===== src/rtl/ram_test_engine.sv =====
// Multi-channel SDRAM pattern tester driving one Avalon-MM master per channel.
// Optional first-error capture is enabled by defining RAM_TEST_ERR_LOG_EN.
module ram_test_engine #(
    parameter int unsigned NUM_CH    = 2,
    parameter int unsigned ADDR_W    = 22,
    parameter int unsigned DATA_W    = 32,
    parameter int unsigned LAST_ADDR = (2 ** ADDR_W) - 1,
    parameter int unsigned TIMEOUT   = 1023,
    parameter int unsigned BLINK_W   = 24
) (
    input  logic                                          clk,
    input  logic                                          rst,
    input  logic                                          start,
    input  logic                                          continuous,
    input  logic [DATA_W-1:0]                             seed,
    output logic                                          busy,
    output logic                                          done,
    output logic [15:0]                                   pass_cnt,
    output logic [15:0]                                   err_cnt,
    output logic [NUM_CH-1:0]                             fail_ch_mask,
    output logic                                          led,
    output logic [NUM_CH*ADDR_W-1:0]                      avm_address,
    output logic [NUM_CH-1:0]                             avm_write,
    output logic [NUM_CH-1:0]                             avm_read,
    output logic [NUM_CH*DATA_W-1:0]                      avm_writedata,
    output logic [NUM_CH*DATA_W/8-1:0]                    avm_byteenable,
    input  logic [NUM_CH*DATA_W-1:0]                      avm_readdata,
    input  logic [NUM_CH-1:0]                             avm_readdatavalid,
    input  logic [NUM_CH-1:0]                             avm_waitrequest,
    output logic [(NUM_CH > 1 ? $clog2(NUM_CH) : 1)-1:0]  err_ch,
    output logic [ADDR_W-1:0]                             err_addr,
    output logic [DATA_W-1:0]                             err_exp,
    output logic [DATA_W-1:0]                             err_act
);

    localparam int unsigned CH_W = (NUM_CH > 1) ? $clog2(NUM_CH) : 1;
    localparam int unsigned TO_W = $clog2(TIMEOUT + 1);

    localparam logic [2:0] S_IDLE    = 3'd0;
    localparam logic [2:0] S_WR      = 3'd1;
    localparam logic [2:0] S_RD_REQ  = 3'd2;
    localparam logic [2:0] S_RD_WAIT = 3'd3;
    localparam logic [2:0] S_NEXT    = 3'd4;
    localparam logic [2:0] S_DONE    = 3'd5;

    logic [2:0]        state_q, state_d;
    logic [CH_W-1:0]   ch_q, ch_d;
    logic [ADDR_W-1:0] addr_q, addr_d;
    logic              phase_q, phase_d;
    logic              skip_q, skip_d;
    logic [DATA_W-1:0] seed_q, seed_d;
    logic              cont_q, cont_d;
    logic [TO_W-1:0]   wait_q, wait_d;
    logic [15:0]       pass_q, pass_d;
    logic [15:0]       err_q, err_d;
    logic [NUM_CH-1:0] fail_q, fail_d;
    logic [BLINK_W-1:0] blink_q, blink_d;
    logic              busy_q, busy_d;
    logic              done_q, done_d;
    logic              led_q, led_d;
    logic [NUM_CH-1:0] write_q, write_d;
    logic [NUM_CH-1:0] read_q, read_d;
    logic [DATA_W-1:0] wdata_q, wdata_d;

    logic              start_go;
    logic              err_hit;
    logic [DATA_W-1:0] hit_act;
    logic [DATA_W-1:0] exp_data;
    logic [DATA_W-1:0] rd_data;
    logic              last_addr;

    function automatic logic [DATA_W-1:0] pattern(input logic [DATA_W-1:0] s,
                                                  input logic [ADDR_W-1:0] a,
                                                  input logic ph);
        logic [DATA_W-1:0] p;
        p = s ^ DATA_W'(a);
        return ph ? ~p : p;
    endfunction

    // Sequencer: channel, phase and address walk plus timeout and error counting.
    always_comb begin
        state_d  = state_q;
        ch_d     = ch_q;
        addr_d   = addr_q;
        phase_d  = phase_q;
        skip_d   = skip_q;
        seed_d   = seed_q;
        cont_d   = cont_q;
        wait_d   = '0;
        pass_d   = pass_q;
        err_d    = err_q;
        fail_d   = fail_q;
        blink_d  = blink_q;
        start_go = 1'b0;
        err_hit  = 1'b0;
        hit_act  = '0;
        exp_data = pattern(seed_q, addr_q, phase_q);
        rd_data  = avm_readdata[ch_q*DATA_W +: DATA_W];
        last_addr = (addr_q == ADDR_W'(LAST_ADDR));

        if (state_q != S_IDLE && state_q != S_DONE) begin
            blink_d = blink_q + BLINK_W'(1);
        end

        case (state_q)
            S_IDLE, S_DONE: begin
                if (start) begin
                    start_go = 1'b1;
                    state_d  = S_WR;
                    ch_d     = '0;
                    addr_d   = '0;
                    phase_d  = 1'b0;
                    skip_d   = 1'b0;
                    seed_d   = seed;
                    cont_d   = continuous;
                    pass_d   = '0;
                    err_d    = '0;
                    fail_d   = '0;
                    blink_d  = '0;
                end
            end
            S_WR: begin
                if (!avm_waitrequest[ch_q]) begin
                    if (last_addr) begin
                        addr_d  = '0;
                        state_d = S_RD_REQ;
                    end else begin
                        addr_d = addr_q + ADDR_W'(1);
                    end
                end else if (wait_q == TO_W'(TIMEOUT)) begin
                    err_hit = 1'b1;
                    skip_d  = 1'b1;
                    state_d = S_NEXT;
                end else begin
                    wait_d = wait_q + TO_W'(1);
                end
            end
            S_RD_REQ: begin
                if (!avm_waitrequest[ch_q]) begin
                    state_d = S_RD_WAIT;
                end else if (wait_q == TO_W'(TIMEOUT)) begin
                    err_hit = 1'b1;
                    skip_d  = 1'b1;
                    state_d = S_NEXT;
                end else begin
                    wait_d = wait_q + TO_W'(1);
                end
            end
            S_RD_WAIT: begin
                if (avm_readdatavalid[ch_q]) begin
                    if (rd_data != exp_data) begin
                        err_hit = 1'b1;
                        hit_act = rd_data;
                    end
                    if (last_addr) begin
                        state_d = S_NEXT;
                    end else begin
                        addr_d  = addr_q + ADDR_W'(1);
                        state_d = S_RD_REQ;
                    end
                end else if (wait_q == TO_W'(TIMEOUT)) begin
                    err_hit = 1'b1;
                    skip_d  = 1'b1;
                    state_d = S_NEXT;
                end else begin
                    wait_d = wait_q + TO_W'(1);
                end
            end
            S_NEXT: begin
                addr_d  = '0;
                state_d = S_WR;
                if (!skip_q && !phase_q) begin
                    phase_d = 1'b1;
                end else begin
                    phase_d = 1'b0;
                    skip_d  = 1'b0;
                    if (ch_q == CH_W'(NUM_CH - 1)) begin
                        ch_d = '0;
                        if (pass_q != 16'hFFFF) pass_d = pass_q + 16'd1;
                        if (!cont_q) state_d = S_DONE;
                    end else begin
                        ch_d = ch_q + CH_W'(1);
                    end
                end
            end
            default: state_d = S_IDLE;
        endcase

        if (err_hit) begin
            if (err_q != 16'hFFFF) err_d = err_q + 16'd1;
            fail_d[ch_q] = 1'b1;
        end

        busy_d  = (state_d != S_IDLE) && (state_d != S_DONE);
        done_d  = (state_d == S_DONE);
        write_d = '0;
        read_d  = '0;
        if (state_d == S_WR)     write_d[ch_d] = 1'b1;
        if (state_d == S_RD_REQ) read_d[ch_d]  = 1'b1;
        wdata_d = pattern(seed_d, addr_d, phase_d);
        led_d   = (|fail_d) ? 1'b1 : (busy_d ? blink_d[BLINK_W-1] : 1'b0);
    end

    always_ff @(posedge clk) begin
        if (rst) begin
            state_q <= S_IDLE;
            ch_q    <= '0;
            addr_q  <= '0;
            phase_q <= 1'b0;
            skip_q  <= 1'b0;
            seed_q  <= '0;
            cont_q  <= 1'b0;
            wait_q  <= '0;
            pass_q  <= '0;
            err_q   <= '0;
            fail_q  <= '0;
            blink_q <= '0;
            busy_q  <= 1'b0;
            done_q  <= 1'b0;
            led_q   <= 1'b0;
            write_q <= '0;
            read_q  <= '0;
            wdata_q <= '0;
        end else begin
            state_q <= state_d;
            ch_q    <= ch_d;
            addr_q  <= addr_d;
            phase_q <= phase_d;
            skip_q  <= skip_d;
            seed_q  <= seed_d;
            cont_q  <= cont_d;
            wait_q  <= wait_d;
            pass_q  <= pass_d;
            err_q   <= err_d;
            fail_q  <= fail_d;
            blink_q <= blink_d;
            busy_q  <= busy_d;
            done_q  <= done_d;
            led_q   <= led_d;
            write_q <= write_d;
            read_q  <= read_d;
            wdata_q <= wdata_d;
        end
    end

    assign busy           = busy_q;
    assign done           = done_q;
    assign pass_cnt       = pass_q;
    assign err_cnt        = err_q;
    assign fail_ch_mask   = fail_q;
    assign led            = led_q;
    assign avm_write      = write_q;
    assign avm_read       = read_q;
    assign avm_address    = {NUM_CH{addr_q}};
    assign avm_writedata  = {NUM_CH{wdata_q}};
    assign avm_byteenable = '1;

`ifdef RAM_TEST_ERR_LOG_EN
    logic              seen_q, seen_d;
    logic [CH_W-1:0]   cap_ch_q, cap_ch_d;
    logic [ADDR_W-1:0] cap_addr_q, cap_addr_d;
    logic [DATA_W-1:0] cap_exp_q, cap_exp_d;
    logic [DATA_W-1:0] cap_act_q, cap_act_d;

    // First error after start is frozen until the next start; timeouts record act=0.
    always_comb begin
        seen_d     = seen_q;
        cap_ch_d   = cap_ch_q;
        cap_addr_d = cap_addr_q;
        cap_exp_d  = cap_exp_q;
        cap_act_d  = cap_act_q;
        if (start_go) begin
            seen_d     = 1'b0;
            cap_ch_d   = '0;
            cap_addr_d = '0;
            cap_exp_d  = '0;
            cap_act_d  = '0;
        end else if (err_hit && !seen_q) begin
            seen_d     = 1'b1;
            cap_ch_d   = ch_q;
            cap_addr_d = addr_q;
            cap_exp_d  = exp_data;
            cap_act_d  = hit_act;
        end
    end

    always_ff @(posedge clk) begin
        if (rst) begin
            seen_q     <= 1'b0;
            cap_ch_q   <= '0;
            cap_addr_q <= '0;
            cap_exp_q  <= '0;
            cap_act_q  <= '0;
        end else begin
            seen_q     <= seen_d;
            cap_ch_q   <= cap_ch_d;
            cap_addr_q <= cap_addr_d;
            cap_exp_q  <= cap_exp_d;
            cap_act_q  <= cap_act_d;
        end
    end

    assign err_ch   = cap_ch_q;
    assign err_addr = cap_addr_q;
    assign err_exp  = cap_exp_q;
    assign err_act  = cap_act_q;
`else
    logic unused_log;
    assign unused_log = ^{start_go, hit_act};
    assign err_ch   = '0;
    assign err_addr = '0;
    assign err_exp  = '0;
    assign err_act  = '0;
`endif

endmodule


===== config.mk =====
export PLATFORM = sky130hd
export DESIGN_NAME = ram_test_engine
export DESIGN_NICKNAME = d
export VERILOG_FILES = /design/src/rtl/ram_test_engine.sv
export SDC_FILE = /design/constraint.sdc
export NUM_CORES = 1
export LEC_CHECK = 0
export BUFFER_PORTS_ARGS = -buffer_cell sky130_fd_sc_hd__clkbuf_2
export CAP_MARGIN = 5
export CORE_ASPECT_RATIO = 2
export CORE_UTILIZATION = 55
export CTS_CLUSTER_DIAMETER = 40
export DETAILED_ROUTE_END_ITERATION = 8
export PLACE_DENSITY = 0.95
export SLEW_MARGIN = 40
export SYNTH_ARGS = -nofsm -noshare
export SYNTH_HDL_FRONTEND = slang
export SYNTH_SLANG_ARGS = --single-unit

===== constraint.sdc =====
create_clock -name clk -period 5.3 [get_ports clk]
set_input_delay 1.06 -clock clk [delete_from_list [all_inputs] [get_ports clk]]
set_output_delay 1.06 -clock clk [all_outputs]
set_load 0.01 [all_outputs]

==> impl_metrics.env <==
export IMPL_outcome="finished, violations left"
export IMPL_violations="DRC"
export IMPL_port_buffers=252
export IMPL_timing_final_hold_violations=0
export IMPL_ctsResizeCount=0
export IMPL_syn_inst=1146
export IMPL_cts_htree_levels=4
export IMPL_insertion_delay_ns=0.44
export IMPL_fin_crit_sh_pct=69.9
export IMPL_synth_top_area_share_pct=33.2
export IMPL_yosysTopAreaCell="dfxtp_1"
export IMPL_yosys_top_cells_count="168 x dfxtp_1, 161 x nor2_1, 150 x buf_4"
export IMPL_cts_setup_buffers=0
export IMPL_cellPowerDensity_mw_per_mm2=260
export IMPL_cts_root_buf="clkbuf_16"
export IMPL_min_path_type="flip-flop to flip-flop"
export IMPL_viasPerCell=5.52
export IMPL_synth_seq_area_share_pct=33.2
export IMPL_async_reset_ff_share_pct=0
export IMPL_grt_pass1_wl_mm=40.9
export IMPL_synthFlopType="dfxtp_1"
export IMPL_avgRoutedWirePerCell_um=17.1
export IMPL_pre_cts_ws_ns=1.69
export IMPL_setup_tns_final_ns=0
export IMPL_min_period_ns=3.71
export IMPL_drtIter0Drc=439
export IMPL_fin_skew_ns=0.0135
export IMPL_fp_row_count=69
export IMPL_grt_pass1_vias=8334
export IMPL_grt_max_degree=68
export IMPL_worst_r2r_setup_slack_ns=1.59
export IMPL_grtUsageTotal_pct=27.6
export IMPL_worstPathCellList="buf_4 -> mux2_2 -> nand2b_1 -> and2_1 -> or2_1 -> o21bai_1 -> a21oi_1 -> xnor2_1 -> nor2_1"
export IMPL_antennaDiodeCount=0
export IMPL_worstPathArrival_ns=4.00
export IMPL_total_leakage_power_nw=4.86
export IMPL_clkTransAtPathRegs_ns=0.07
export IMPL_cts_sinks=168
export IMPL_antenna_found_initial=0
export IMPL_setup_violations=0
export IMPL_synth_edf_count=0
export IMPL_ys_seq_elements=168
export IMPL_numCtsBuffers=17
export IMPL_critPathMaxFanout=27
export IMPL_max_slew_margin_pct=48.5
export IMPL_ys_types=72
export IMPL_slowest_delay_ns=0.65
export IMPL_ios=348
export IMPL_fmax_mhz=270
export IMPL_gp_congestion=0.850
export IMPL_dp_cells=1509
export IMPL_slowest_stage="or2_1"
export IMPL_vdd_ir_drop_max_mv=0.222
export IMPL_rsz0062_at_grt="no"
export IMPL_critPathKind="flip-flop to flip-flop"
export IMPL_avgSynthCellArea_sq_um=8.84
export IMPL_ys_warn_count=0
export IMPL_required_ns=5.60
export IMPL_drc=22
export IMPL_yosys_top_cells_area="dfxtp_1 33%, buf_4 11%, xnor2_1 7.5%"
export IMPL_startpoint_type="flip-flop"
export IMPL_postRouteAntennaNets=0
export IMPL_die_area_sq_mm=0.0190
export IMPL_slew_viol_final=0
export IMPL_endpoint_kind="flip-flop"
export IMPL_via_count=8500
export IMPL_area_delta_synth_final_pct=11.2
export IMPL_grt_overflow=0
export IMPL_crit_family="simple AND/OR/NAND/NOR gates"
export IMPL_die_h_um=194
export IMPL_fp_dieW_um=98.0
export IMPL_setup_ws_ns=1.59
export IMPL_synthesis_area_sq_mm=0.0101
export IMPL_core_region_area_sq_mm=0.0179
export IMPL_firstDrtPassIters=7
export IMPL_dp_final_hpwl_mm=20.3
export IMPL_finalNonFillerCells=1541
export IMPL_drt_total_wl_mm=26.3
export IMPL_clock_path_buffers=2
export IMPL_initial_core_util_pct=56.7
export IMPL_drive_gt1_share_pct=24.5
export IMPL_tightest_slew_ns=0.773
export IMPL_synth_most_common_cell="dfxtp_1"
export IMPL_tritoncts="done"
export IMPL_holdBufCountCts=0
export IMPL_drv_cap=0
export IMPL_path_buf_inv=1
export IMPL_final_net_count=1425
## layout make-up
type,count,area (sq um)
Inverter,14,52.6
Timing Repair Buffer,258,1310
Clock buffer,17,425
Fill cell,1423,6610
Tap cell,213,267
Clock inverter,15,149
Multi-Input combinational cell,856,5700
Sequential cell,168,3370
## final timing paths
path,start,to,cells after the start
max reg2reg,ch_q$_SDFF_PP0_,wdata_q[14]$_SDFF_PP0_,9
min,wait_q[0]$_SDFF_PP0_,wait_q[0]$_SDFF_PP0_,1
max,ch_q$_SDFF_PP0_,wdata_q[14]$_SDFF_PP0_,9
min reg2reg,wait_q[0]$_SDFF_PP0_,wait_q[0]$_SDFF_PP0_,1
## report_power, final
part	internal [mW]	switching, mW
clock network	0.628	0.591
registers	1.30	0.0289
logic	0.154	0.228
total	2.08	0.848
## kinds of logic (layout without fill, tap and decap cells)
family,Yosys count,count (layout),share of synthesized area [%]
AO/OA/AOI/OAI,114,114,7.88
other,2,95,0.0741
XOR/XNOR,155,155,15.8
AND/OR/NAND/NOR,403,403,19.5
adder cells (fa/ha/maj),6,6,0.741
flip-flops,168,168,33.2
buffers and inverters,215,304,14.4
multiplexers,83,83,8.39
## cell usage in the layout (no fill, tap or decap), types with 7 or more instances in the layout
cell type,count
clkbuf_2,251
dfxtp_1,166
nor2_1,160
conb_1,95
xnor2_1,87
mux2i_1,68
nand2_1,52
xor2_1,50
nand3_1,48
a21oi_1,28
nand2b_1,21
nor3_1,20
and3_1,18
xnor3_1,18
clkbuf_16,17
nand4_1,16
o21ai_0,15
inv_1,13
mux2_2,12
nor2b_1,11
a21o_1,10
nor4_1,9
o21bai_1,8
o21ai_1,8
or3_1,7
buf_4,7
## sequential cells by signal, indices dropped and copies added, names as in the netlist, 2 cells and up
register and flops:
addr_q 22, avm_read 2, avm_write 2, blink_q 24, err_cnt 16, fail_ch_mask 2, pass_cnt 16, seed_q 32
state_q 3, wait_q 10, wdata_q 32
## worst reg2reg max path, stage by stage, from the launching register on
cell,delay (ns)
dfxtp_2,0.64
buf_4,0.53
mux2_2,0.46
nand2b_1,0.23
and2_1,0.29
or2_1,0.65
o21bai_1,0.16
a21oi_1,0.41
xnor2_1,0.17
nor2_1,0.06
## through the flow
stage	util, %	power (mW)	area [sq um]	hold slack, ns
finish	63.0	2.93	11300	0.469
global route	63.0	3.03	11300	0.514
CTS	63.0	2.94	11300	0.478
detailed placement	59.8	1.74	10700	0.461
global placement	59.7	1.72	10700	0.439
floorplan	-	1.68	10500	0.426
## layer usage
| layer | up-vias | wire length (um) | GRT usage, % |
|---|---|---|---|
| met3 | 100 | 1310 | 3.89 |
| met5 | - | 0 | 0 |
| li1 | 3992 | - | - |
| met1 | 3990 | 8810 | 26.1 |
| met2 | 418 | 14600 | 53.0 |
| met4 | 0 | 1560 | 19.0 |
Note: power is estimated with default switching activity, not from simulation.
